File: src/rtl/encoder_8to3_if.sv
// Bus bundle for encoder_8to3: capture enable, request vector and registered results.
// The err signal exists only when ENCODER_8TO3_ERR_EN is defined.
interface encoder_8to3_if;
  logic       en;
  logic [7:0] y;
  logic [2:0] a;
  logic       valid;
`ifdef ENCODER_8TO3_ERR_EN
  logic       err;
`endif

`ifdef ENCODER_8TO3_ERR_EN
  modport master (output en, output y, input a, input valid, input err);
  modport slave  (input en, input y, output a, output valid, output err);
`else
  modport master (output en, output y, input a, input valid);
  modport slave  (input en, input y, output a, output valid);
`endif
endinterface

File: src/rtl/encoder_8to3.sv
// Registered 8-to-3 priority encoder (highest set bit wins), one clock latency.
// Optional multi-hot error flag enabled by defining ENCODER_8TO3_ERR_EN.
module encoder_8to3 (
  input  logic            clk,
  input  logic            rst,
  encoder_8to3_if.slave   bus
);

  logic [2:0] idx;
  logic [2:0] a_d, a_q;
  logic       valid_d, valid_q;

  // Ascending scan so the last match, i.e. the highest set bit, is kept.
  always_comb begin
    idx = 3'd0;
    for (int i = 0; i < 8; i++) begin
      if (bus.y[i]) idx = 3'(i);
    end
  end

  always_comb begin
    a_d     = a_q;
    valid_d = valid_q;
    if (bus.en) begin
      a_d     = idx;
      valid_d = (bus.y != 8'h00);
    end
  end

  always_ff @(posedge clk) begin
    if (rst) begin
      a_q     <= 3'd0;
      valid_q <= 1'b0;
    end else begin
      a_q     <= a_d;
      valid_q <= valid_d;
    end
  end

  assign bus.a     = a_q;
  assign bus.valid = valid_q;

`ifdef ENCODER_8TO3_ERR_EN
  logic err_d, err_q;

  // Clearing the lowest set bit leaves something only if two or more bits were set.
  always_comb begin
    err_d = err_q;
    if (bus.en) err_d = ((bus.y & (bus.y - 8'd1)) != 8'h00);
  end

  always_ff @(posedge clk) begin
    if (rst) err_q <= 1'b0;
    else     err_q <= err_d;
  end

  assign bus.err = err_q;
`endif

endmodule

File: src/flat_wrapper.sv
// flat-port wrapper written by rule: the top's interface ports become plain ports
module encoder_8to3_flat 
  (clk, rst, bus_en, bus_y, bus_a, bus_valid);
  encoder_8to3_if bus_i ();
  input  logic clk;
  input  logic rst;
  input wire logic [$bits(bus_i.en)-1:0] bus_en;
  input wire logic [$bits(bus_i.y)-1:0] bus_y;
  output wire logic [$bits(bus_i.a)-1:0] bus_a;
  output wire logic [$bits(bus_i.valid)-1:0] bus_valid;
  assign bus_i.en = bus_en;
  assign bus_i.y = bus_y;
  assign bus_a = bus_i.a;
  assign bus_valid = bus_i.valid;
  encoder_8to3 u_core (.clk(clk), .rst(rst), .bus(bus_i));
endmodule
File: config.mk
export PLATFORM = sky130hd
export DESIGN_NAME = encoder_8to3_flat
export DESIGN_NICKNAME = d
export VERILOG_FILES = /design/src/rtl/encoder_8to3_if.sv /design/src/rtl/encoder_8to3.sv /design/src/flat_wrapper.sv
export SDC_FILE = /design/constraint.sdc
export NUM_CORES = 1
export LEC_CHECK = 0
export BUFFER_PORTS_ARGS = -buffer_cell sky130_fd_sc_hd__buf_2
export CORE_AREA = 5 5 42 44
export DETAILED_ROUTE_END_ITERATION = 7
export DIE_AREA = 0 0 47 49
export SKIP_LAST_GASP = 1
export SLEW_MARGIN = 20
export SYNTH_ARGS = -nofsm -noshare
export SYNTH_HDL_FRONTEND = slang
export SYNTH_SLANG_ARGS = --single-unit
File: constraint.sdc
create_clock -name clk -period 1.3 [get_ports clk]
set_input_delay 0.195 -clock clk [delete_from_list [all_inputs] [get_ports clk]]
set_output_delay 0.195 -clock clk [all_outputs]
set_load 0.05 [all_outputs]
==> qor.yml, run 1 <==
status: "finished, final reports clean"
synth.area.mux_share_pct: 0
cts.hold.buffers_added: 0
worst_slew_pin_slew_ps: 273
core_um2: 1400
clk_pin_slew_ps: 40
ios: 15
vdd_drop_max_mv: 0.190
cp_num_buf_inv: 1
nFillCells: 164
remaining_drc_errors: 0
critPathKind: "reg2out"
wl_met3_um: 94
timing.rr.end: "u_core.bus.a[1]"
antenna_found_initial: 0
endpoint_kind: "output pin"
synth_top_family_by_area: "simple AND/OR/NAND/NOR gates"
grt-ovfl-total: 0
fin_tns_setup_ps: 0
p_leak_uw: 0.000146
wirelength_um: 499
wl_per_cell_um: 9.07
top_layer_used: "met4"
period_needed_ps: 1010
clk_path_buf_depth: 2
antenna_cells: 0
synth_simple_gate_area_share_pct: 28.2
syn_avg_cell_area_um2: 8.08
area_delta_synth_final_pct: 63.4
netlist_area_um2: 178
layout_common_cells: "buf_2, nor2_1, dfxtp_1"
wl_met1_um: 233
cts_buffers: 3
start_kind: "register"
crit_start: "u_core.bus.valid"
placed_area_um2: 268
ys_ff_latch: 4
path_delay_family: "flip-flops"
crit_chain: "buf_2"
first_global_vias: 210
relSlewSlack_pct: 81.6
grt_max_degree: 8
maxCapViolCount: 0
design_area_um2: 290
vias: 216
fin_skew_ps: 0
ctsResizeCount: 0
synth_cell_types: 11
synth-adder-area-share_pct: 0
max_stage_delay_ps: 320
detail_route.iter0.violations: 3
finalMaxSlewViolations: 0
min_path_cells: 2
synth-warning-count: 0
cts_sinks: 4
r2r_cells: 2
cp_slowest_cell: "dfxtp_1"
wl_met2_um: 153
clkLatencyLatePin_ps: 230
syn-num-nets: 33
die_area_um2: 2300
rows: 14
synth-seq-area-share_pct: 45.1
drive_gt1_share_pct: 43.6
firstDrtPassIters: 3
reg2reg_from: "u_core.bus.a[1]"
final_common_cell: "buf_2"
finalSetupViolations: 0
htree_levels: 1
power_density_nw_per_um2: 1270
hold_viol_final: 0
postCtsSetupRepairBufs: 0
critPathArrivalTime_ps: 820
root_buffer: "clkbuf_4"
rsz0062_at_grt: "no"
grt_pass1_wl_um: 828
worstHoldEndpoint: "u_core.bus.valid"
routed_via_density: 3.93
regToRegSetupSlack_ps: 640
hold_start: "rst"
cp_data_required_time_ps: 1110
synth_cells: 22
portBuffers: 14
grt_use_total_pct: 5.21
path_max_fanout: 2
hold_path.class: "in2reg"
drtAntennaViolNets: 0
fin_nets: 52
cts_tree: "done"
gp_congestion: 0.667
timing.fmax_mhz: 987
die_y_um: 49
synth_compound_area_share_pct: 22.5
die_w_um: 47
synth_xor_area_share_pct: 0
finalCritPeriodShare_pct: 78.0
initial_utilization_pct: 12.7
metal layers:
metal,vias to the layer above,GRT usage [%]
li1,115,-
met1,83,7.27
met2,16,5.43
met3,2,0.738
met4,0,6.91
met5,-,0
Yosys cell counts:
master	count	share of area (%)
a211oi_1	1	4.2
nor3_1	1	2.8
a221o_1	1	5.6
inv_1	2	4.2
nor2_1	7	15
nor4_1	1	3.5
a311oi_1	2	9.9
o21ai_0	1	2.8
dfxtp_1	4	45
nand2b_1	1	3.5
and3_1	1	3.5
cells by family (layout without fill, tap and decap cells):
logic type / Yosys count / in the layout
buffers and inverters: 2 / 19
flip-flops: 4 / 4
AO/OA/AOI/OAI: 5 / 5
AND/OR/NAND/NOR: 11 / 11
sequential cells by signal (all words and copies together), names as in the netlist:
name	cells
u_core.bus.a	3
u_core.bus.valid	1
power breakdown:
group | switching [µW] | total [µW] | internal, µW
clock network | 47.1 | 150 | 103
logic | 55.8 | 83.1 | 27.3
registers | 3.87 | 137 | 133
total | 107 | 370 | 263
worst max-delay path by stage:
stage / end / depth (start not counted)
after detailed placement: u_core.bus.a[0] / 4
after global placement: u_core.bus.a[0] / 4
after floorplan: u_core.bus.a[0] / 2
after CTS: bus_a[2] / 1
final: bus_valid / 1
after global routing: bus_valid / 1
final cells by class:
class / instances / area [µm²] / share of cell area [%]
Clock buffer: 3 / 22.5 / 7.76
Inverter: 2 / 7.51 / 2.59
Timing Repair Buffer: 14 / 70.1 / 24.1
Multi-Input combinational cell: 16 / 90.1 / 31.0
Tap cell: 16 / 20.0 / 6.90
Sequential cell: 4 / 80.1 / 27.6
metrics by stage:
| stage | hold WS, ps | power (µW) | setup WS (ps) | cells | util, % |
|---|---|---|---|---|---|
| final | 174 | 370 | 287 | 55 | 20.7 |
| after global routing | 189 | 394 | 248 | 55 | 20.7 |
| after CTS | 163 | 381 | 278 | 55 | 20.7 |
| after detailed placement | 413 | 223 | 231 | 52 | 19.1 |
| after global placement | 413 | 222 | 228 | 52 | 19.1 |
| after floorplan | 267 | 189 | 313 | 22 | - |
No activity file was read; power rests on OpenSTA's default activity.
==> run 2, diff against run 1 <==
--- a/config.mk
+++ b/config.mk
@@ -5,6 +5,7 @@
 export SDC_FILE = /design/constraint.sdc
 export NUM_CORES = 1
 export LEC_CHECK = 0
+export ABC_AREA = 1
 export BUFFER_PORTS_ARGS = -buffer_cell sky130_fd_sc_hd__buf_2
 export CORE_AREA = 5 5 42 44
 export DETAILED_ROUTE_END_ITERATION = 7
==> constraint.sdc (replaced) <==
create_clock -name clk -period 0.9 [get_ports clk]
set_input_delay 0.135 -clock clk [delete_from_list [all_inputs] [get_ports clk]]
set_output_delay 0.135 -clock clk [all_outputs]
set_load 0.05 [all_outputs]
==> qor.yml, run 2 <==
path_depth: 1  # unchanged
synth-warning-count: 0  # unchanged
hold_viol_final: 0  # unchanged
postCtsSetupRepairBufs: 0  # unchanged
rsz0062_at_grt: "no"
drive_gt1_share_pct: 44.9  # +1.3 points
yosysTopAreaCell: "dfxtp_1"
htree_levels: 1  # unchanged
p_leak_uw: 0.000190  # +30%
antenna_cells: 0  # unchanged
design_area_um2: 347  # +19%
ys_async_sr_fraction_pct: 0  # unchanged
cts.hold.buffers_added: 0  # unchanged
critPathArrivalTime_ps: 710  # -110 ps
drtAntennaViolNets: 0  # unchanged
comb_power_share_pct: 25.0  # +2.5 points
power.internal_uw: 399  # +52%
portBuffers: 14  # unchanged
ys_ff_latch: 4  # unchanged
cp_num_buf_inv: 1  # unchanged
antenna_found_initial: 0  # unchanged
grt-ovfl-total: 0  # unchanged
clkLatencyLatePin_ps: 230  # about the same
start_kind: "register"
vdd_drop_max_mv: 0.606  # +220%
cts_sinks: 4  # unchanged
critPathKind: "reg2out"
routed_via_density: 3.71  # -5.6%
hpwl_um: 487
path_delay_family: "flip-flops"
r2r_cells: 2  # unchanged
placed_area_um2: 298  # +11%
die_area_um2: 2300  # unchanged
power.switching_uw: 163  # +53%
cp_slowest_cell: "dfxtp_2"
cts_buffers: 3  # unchanged
vias: 241  # +12%
timing.fmax_mhz: 1180
fin_nets: 62  # +19%
seqPwrFrac_pct: 36.3  # -0.7 points
finalMaxSlewViolations: 0  # unchanged
first_global_vias: 240  # +14%
detail_route.iter0.violations: 5  # +2
syn-num-nets: 43  # +30%
firstDrtPassIters: 2  # -1
power_uw: 562  # +52%
path_max_fanout: 2  # unchanged
synth_ff_type: "dfxtp_1"
nFillCells: 168  # +2.4%
synth_area_leaders: "dfxtp_1, inv_1, nand2_1"
die_w_um: 47  # unchanged
wirelength_um: 552  # +11%
layout_common_cells: "buf_2, inv_1, nand2_1"
final_common_cell: "buf_2"
status: "finished, final reports clean"
finalCritPeriodShare_pct: 94.4
synth_edf_count: 0  # unchanged
synth-seq-area-share_pct: 39.3  # -5.8 points
gp_congestion: 0.669  # +0.33%
synth_cell_types: 9  # -2
crit_chain: "buf_6"
finalSetupViolations: 0  # unchanged
grt_pass1_wl_um: 945  # +14%
ios: 15  # unchanged
area_delta_synth_final_pct: 69.9
netlist_area_um2: 204  # +15%
clk_path_buf_depth: 2  # unchanged
clk_pin_slew_ps: 40  # about the same
initial_utilization_pct: 14.6  # +1.9 points
power_density_nw_per_um2: 1620  # +27%
period_needed_ps: 849
die_y_um: 49  # unchanged
crit_start: "u_core.bus.a[2]"
regToRegSetupSlack_ps: 260  # -380 ps
hold_path.class: "in2reg"
clockPowerShare_pct: 38.7  # -1.9 points
relSlewSlack_pct: 88.5  # +6.8 points
largest_reg_flops: 3  # unchanged
synth_top_cell_area_share_pct: 39.3  # -5.8 points
yosys.cell_count.top_type: "inv_1"
root_buffer: "clkbuf_4"
rows: 14  # unchanged
endpoint_kind: "output pin"
remaining_drc_errors: 0  # unchanged
netSwitchingFraction_pct: 29.0  # +0.14 points
ys_top_cells_by_count: "inv_1, nand2_1, nor2_1, dfxtp_1, o21ai_0"
cts_tree: "done"
maxCapViolCount: 0  # unchanged
grt_max_degree: 6  # -2
timing.rr.end: "u_core.bus.valid"
setup.worst_path.end: "bus_a[2]"
worst_slew_pin_slew_ps: 171  # -102 ps
reg2reg_from: "u_core.bus.valid"
grt_use_total_pct: 5.99  # +0.78 points
cp_data_required_time_ps: 760  # -350 ps
max_stage_delay_ps: 330  # about the same
core_um2: 1400  # unchanged
synth_cells: 32  # +45%
fin_skew_ps: 0  # unchanged
syn_avg_cell_area_um2: 6.37  # -21%
wl_per_cell_um: 8.49  # -6.4%
run 2: changes by cell type in the layout (fill, tap and decap cells not counted), moves of 4 or more:
cell     delta
nand2_1     +6
buf_2       -4
buf_6       +4
dfxtp_1     -4
inv_1       +6
dfxtp_2     +4
run 2: cells by family (layout without fill, tap and decap cells):
kind of cell	Yosys count	count (layout)	share of synthesized area, %
AOI/OAI and AO/OA	7	7	18.4
buffers and inverters	8	25	14.7
and+or+nand+nor	13	13	27.6
DFF	4	4	39.3
run 2: worst min path at each step:
stage	from	to	cells past startpoint	slack [ps]
3_5_place_dp	bus_en	u_core.bus.a[2]	3	430
3_3_place_gp	rst	u_core.bus.a[0]	4	420
5_1_grt	rst	u_core.bus.a[1]	4	210
4_1_cts	rst	u_core.bus.a[0]	4	190
2_1_floorplan	bus_en	u_core.bus.a[2]	2	290
6_report	rst	u_core.bus.a[0]	4	190
run 2: final cells by class:
type	count	area [µm²]	share of cell area, %
clock buffers	3	22.5	6.50
well taps	16	20.0	5.78
repair buffers	14	95.1	27.4
multi-input cells	20	93.8	27.1
inverters	8	30.0	8.66
flip-flops and latches	4	85.1	24.5
run 2: stage by stage:
stage	instances	utilization, %	setup slack (ps)	setup TNS [ps]	hold slack (ps)
final	65	24.7	50.7	0	185
after CTS	65	23.6	-13.2	-13.2	186
after floorplan	32	-	51.6	0	287
after detailed placement	62	21.3	82.5	0	427
after global placement	62	21.3	113	0	423
after global routing	65	24.7	24.4	0	207
run 2: per-layer routing:
| layer | part of all wire, % | track usage, % |
|---|---|---|
| met1 | 40 | 6.61 |
| met2 | 48 | 8.14 |
| met3 | 12 | 3.69 |
| met4 | 0 | 4.15 |
| met5 | 0 | 0 |
run 2: power groups by stage:
stage          registers, µW  clock network, µW  logic (µW)
3_3_place_gp             203                  0         125
3_5_place_dp             203                  0         126
2_1_floorplan            250                  0        31.3
5_1_grt                  206                242         154
6_report                 204                218         140
4_1_cts                  201                226         134
run 2: what timing repair did:
action,in CTS,in global routing
endpoints found under the hold margin,0,0
gates resized for setup,4,5
endpoints found under the setup margin,4,4
